$ cat config.mk
export PLATFORM = sky130hd
export DESIGN_NAME = apb_ram_ws
export DESIGN_NICKNAME = d
export VERILOG_FILES = /design/src/rtl/apb_ram_ws.sv
export SDC_FILE = /design/constraint.sdc
export NUM_CORES = 2
export LEC_CHECK = 0
export CAP_MARGIN = 30
export CORE_MARGIN = 1
export CORE_UTILIZATION = 40
export CTS_CLUSTER_DIAMETER = 50
export CTS_CLUSTER_SIZE = 24
export DETAILED_ROUTE_END_ITERATION = 16
export SYNTH_ARGS = -nofsm -noshare
export SYNTH_HDL_FRONTEND = slang
export SYNTH_SLANG_ARGS = --single-unit
$ cat constraint.sdc
create_clock -name pclk -period 3.6 [get_ports pclk]
set_input_delay 0.54 -clock pclk [delete_from_list [all_inputs] [get_ports pclk]]
set_output_delay 0.54 -clock pclk [all_outputs]
set_load 0.1 [all_outputs]
$ cat src/rtl/apb_ram_ws.sv
// APB slave scratch RAM with byte strobes, alignment/range/read-only error checks and a saturating error count.
// Latency: pready in setup+2+WAIT_STATES; the master stalls via pready, and dropping psel mid-access aborts with no side effects.
module apb_ram_ws #(
    parameter int DATA_W      = 32,
    parameter int ADDR_W      = 32,
    parameter int DEPTH       = 64,
    parameter int WAIT_STATES = 0,
    parameter int RO_BASE     = DEPTH
) (
    input  logic                pclk,
    input  logic                preset,
    input  logic                psel,
    input  logic                penable,
    input  logic                pwrite,
    input  logic [ADDR_W-1:0]   paddr,
    input  logic [DATA_W-1:0]   pwdata,
    input  logic [DATA_W/8-1:0] pstrb,
    output logic [DATA_W-1:0]   prdata,
    output logic                pready,
    output logic                pslverr,
    output logic [7:0]          err_cnt
);

    localparam int BYTES = DATA_W / 8;
    localparam int OFF_W = $clog2(BYTES);
    localparam int IDX_W = (DEPTH > 1) ? $clog2(DEPTH) : 1;
    localparam int CNT_W = 4;

    typedef enum logic [1:0] {
        IDLE,
        ACCESS,
        RESP
    } state_e;

    state_e             state_q, state_d;
    logic [CNT_W-1:0]   cnt_q, cnt_d;
    logic [DATA_W-1:0]  prdata_q, prdata_d;
    logic               pready_q, pready_d;
    logic               pslverr_q, pslverr_d;
    logic [7:0]         err_cnt_q, err_cnt_d;
    logic               mem_we;

    logic [DATA_W-1:0]  mem_q [DEPTH];

    logic [ADDR_W-1:0]  word_idx;
    logic [IDX_W-1:0]   mem_idx;
    logic               misaligned;
    logic               idx_oor;
    logic               ro_hit;
    logic               xfer_err;

    // Byte address to word index; the offset mask is zero for 8-bit buses, so alignment never fails there.
    assign word_idx   = paddr >> OFF_W;
    assign mem_idx    = word_idx[IDX_W-1:0];
    assign misaligned = (paddr & ADDR_W'(BYTES - 1)) != '0;
    assign idx_oor    = word_idx >= ADDR_W'(DEPTH);
    assign ro_hit     = word_idx >= ADDR_W'(RO_BASE);
    assign xfer_err   = idx_oor | misaligned | (pwrite & ro_hit);

    always_comb begin
        state_d   = state_q;
        cnt_d     = cnt_q;
        prdata_d  = prdata_q;
        pready_d  = 1'b0;
        pslverr_d = 1'b0;
        err_cnt_d = err_cnt_q;
        mem_we    = 1'b0;
        case (state_q)
            IDLE: begin
                if (psel && !penable) begin
                    state_d = ACCESS;
                    cnt_d   = CNT_W'(WAIT_STATES);
                end
            end
            ACCESS: begin
                if (!psel) begin
                    state_d = IDLE;
                end else if (penable) begin
                    if (cnt_q != '0) begin
                        cnt_d = cnt_q - CNT_W'(1);
                    end else begin
                        state_d  = RESP;
                        pready_d = 1'b1;
                        if (xfer_err) begin
                            pslverr_d = 1'b1;
                            if (!pwrite) begin
                                prdata_d = '0;
                            end
                            if (err_cnt_q != 8'hFF) begin
                                err_cnt_d = err_cnt_q + 8'd1;
                            end
                        end else if (pwrite) begin
                            mem_we = 1'b1;
                        end else begin
                            prdata_d = mem_q[mem_idx];
                        end
                    end
                end
            end
            RESP: begin
                state_d = IDLE;
            end
            default: begin
                state_d = IDLE;
            end
        endcase
    end

    always_ff @(posedge pclk) begin
        if (preset) begin
            state_q   <= IDLE;
            cnt_q     <= '0;
            prdata_q  <= '0;
            pready_q  <= 1'b0;
            pslverr_q <= 1'b0;
            err_cnt_q <= '0;
        end else begin
            state_q   <= state_d;
            cnt_q     <= cnt_d;
            prdata_q  <= prdata_d;
            pready_q  <= pready_d;
            pslverr_q <= pslverr_d;
            err_cnt_q <= err_cnt_d;
        end
    end

    // Write commits on the edge into RESP, so a following read of the same word sees the new data.
    always_ff @(posedge pclk) begin
        if (preset) begin
            for (int i = 0; i < DEPTH; i++) begin
                mem_q[i] <= '0;
            end
        end else if (mem_we) begin
            for (int b = 0; b < BYTES; b++) begin
                if (pstrb[b]) begin
                    mem_q[mem_idx][8*b +: 8] <= pwdata[8*b +: 8];
                end
            end
        end
    end

    assign prdata  = prdata_q;
    assign pready  = pready_q;
    assign pslverr = pslverr_q;
    assign err_cnt = err_cnt_q;

endmodule

==> impl_metrics.yaml <==
floorplan:
  fp-row-count: 177
  ios: 115
  initial_core_util_pct: 40.2
  dieHeight_um: 486
  die_x_um: 486
  dieArea_sq_um: 236000
  core_area_sq_um: 233000
worst_setup_path:
  crit_path_end_kind: "register"
  reg2reg_slack_ns: 0.24
  cp_max_fo: 64
  cpMostUsedCell: "buf_12"
  endpoint: "mem_q[6][2]"
  crit_buf_inv: 4
  cpPeakStageDelay_ns: 0.55
  crit_path_start: "cnt_q[0]"
  critical-path-top-delay-family: "simple AND/OR/NAND/NOR gates"
  arrival_ns: 4.08
  crit_chain: "inv_1 > ha_1 > or3b_1 > or3_1 > nor3_4 > buf_12 > and3_4 > buf_12 > buf_4 > nand2_8 > nor2_1"
  critPathLaunchType: "register"
  required_ns: 4.32
  r2r-end: "mem_q[6][2]"
  reg2reg_from: "cnt_q[0]"
  worstSetupPathType: "reg -> reg"
  worstRegToRegCells: 11
  worst-path-stages: 11
  crit_slowest_cell: "or3_1"
hold_path:
  hold_path.class: "in -> reg"
clock_tree:
  cts_resized: 0
  numCtsBuffers: 191
  clock_latency_ns: 0.92
  clk_pin_slew_ns: 0.08
  clock-sinks: 2096
  cts-root-buf: "clkbuf_16"
  h-tree-depth: 4
  cts_tree: "done"
  clockBufferDepth: 3
yosys:
  ys_top_cells_by_area: "edfxtp_1 (66%), nor2_1 (8.9%), mux4_2 (4.5%)"
  synth_area_sq_um: 93600
  syn_nets: 7345
  async_flop_share_pct: 0
  ys.flop_type: "edfxtp_1"
  avgSynthCellArea_sq_um: 12.9
  postSynthCellCount: 7269
  synth_cell_types: 78
  ys_seq_area_share_pct: 66.7
  post-synth-top-count-cell: "nor2_1"
  yosysTopAreaCellShare_pct: 65.7
  ys_ff_latch: 2096
  yosysWarnings: 0
  synth_common_cells: "nor2_1 (2,213), edfxtp_1 (2,048), nand2_1 (485)"
  yosys.area.top_type: "edfxtp_1"
  synth-edff-count: 2048
final_layout:
  layoutNonFillerInstCount: 11100
  final_area_sq_um: 112000
  drive_gt1_share_pct: 20.3
  area_growth_pct: 19.6
  fin_nets: 7892
  nFillCells: 20300
sta:
  hold_viol_final: 0
  worstMarginPinSlew_ns: 1.07
  final-max-slew-violation-count: 0
  tns_ns: 0
  hold_slack_ns: 0.390
  setup_viol: 0
  grt_setup_unrepaired: "no"
  finClkSkew_ns: 0.0462
  maxSlewHeadroom_pct: 28.6
  post-route-period-util_pct: 93.3
  max_freq_ghz: 0.298
  fin_crit_ns: 3.36
run_status:
  status: "completed"
route:
  firstDrtPassIters: 6
  vias_per_cell: 6.50
  drt-initial-drc-count: 13900
  drt-total-wl_um: 436000
  routed-via-count: 72500
  ant_nets: 0
  wl_per_cell_um: 39.1
  drc: 0
run:
  drv_cap: 0
global_route:
  grt_use_total_pct: 36.2
  grt_max_degree: 143
  antenna_found_initial: 39
  grt_pass1_vias: 67400
  grt_pass1_wl_um: 578000
  overflow: 0
pwr:
  pwr_density_cell_nw_per_um2: 490
  p_clk_share_pct: 40.1
  p_sw_mw: 14.5
  p_sw_share_pct: 26.5
  intPower_mw: 40.4
  seqPwrFrac_pct: 50.3
  power_leakage_nw: 39.5
  peakVddDrop_mv: 0.477
  combPwrFrac_pct: 9.6
place:
  post_dp_cell_area_sq_um: 105000
  dp_hpwl_um: 302000
  gp_congestion: 1.01
  port-buffer-count: 114
  place_inst: 10800
cells by family after synthesis:
kind of cell	Yosys count	synth area share, %
buffers and inverters	608	3.93
AND/OR/NAND/NOR	2871	12.3
AO/OA/AOI/OAI	1172	8.82
XOR/XNOR	6	0.0561
flip-flops	2096	66.7
multiplexers	513	8.18
adder cells (fa/ha/maj)	3	0.0401
routing by layer:
layer	part of all wire, %	vias up	GRT usage, %
met3	16	1558	13.1
met1	34	36200	45.8
met5	0.14	-	0.694
met4	8.7	38	26.3
met2	41	6683	50.9
li1	-	27900	-
area by class of cell:
cell class,count,area (sq um),area share (%)
flip-flops and latches,2096,62500,55.8
inverters,15,65.1,0.0581
well taps,3132,3920,3.50
repair buffers,947,11100,9.88
clock buffers,207,4990,4.45
diodes,29,72.6,0.0648
clock inverters,153,1710,1.53
multi-input cells,4565,27700,24.8
placed cells by master, fill, tap and decap left out, types with 149 or more instances in the layout:
cell type  count
buf_12       290
nand2_1      481
o221ai_1     149
o22ai_1      267
edfxtp_1    2048
mux2_2       162
mux2i_1      165
clkbuf_16    196
buf_4        547
mux4_2       186
nor2_1      2207
a21o_1       258
worst min-delay path, stage by stage:
cell and delay [ns]:
buf_8 0.21, nand2_1 0.23, a32oi_1 0.12, nand3_1 0.07, o31ai_1 0.06
power by group through the flow:
stage	clock (mW)	combinational [mW]	sequential, mW
6_report	22.0	5.25	27.6
5_1_grt	22.8	5.17	27.7
4_1_cts	21.9	5.00	27.6
3_5_place_dp	0	4.98	28.2
3_3_place_gp	0	4.97	28.1
2_1_floorplan	0	2.15	28.1
registers in the layout (all words and copies together), names as in the netlist:
signal,cells
state_q,2
prdata,32
pready,1
mem_q,2048
err_cnt,8
cnt_q,4
pslverr,1
how the worst min path moves through the flow:
stage | start | endpoint | slack, ns | cells past startpoint
6_report | paddr[2] | prdata[12] | 0.39 | 5
5_1_grt | paddr[2] | prdata[12] | 0.38 | 5
4_1_cts | psel | state_q[0] | 0.38 | 3
3_5_place_dp | prdata[6] | prdata[6] | 0.47 | 2
3_3_place_gp | prdata[6] | prdata[6] | 0.45 | 2
2_1_floorplan | cnt_q[1] | cnt_q[1] | 0.44 | 2
through the flow:
step | worst slack [ns] | power (mW) | utilization (%)
final | 0.242 | 54.9 | 48.1
after global routing | 0.133 | 55.6 | 48.1
after CTS | 0.263 | 54.6 | 48.1
after detailed placement | -0.0929 | 33.1 | 45.2
after global placement | -0.203 | 33.1 | 45.2
after floorplan | 0.826 | 30.2 | -
timing repair:
item,in CTS,in global routing
hold endpoints to repair,13,0
hold buffers,1,0
setup buffers,0,0
Note: power is estimated with default switching activity, not from simulation.
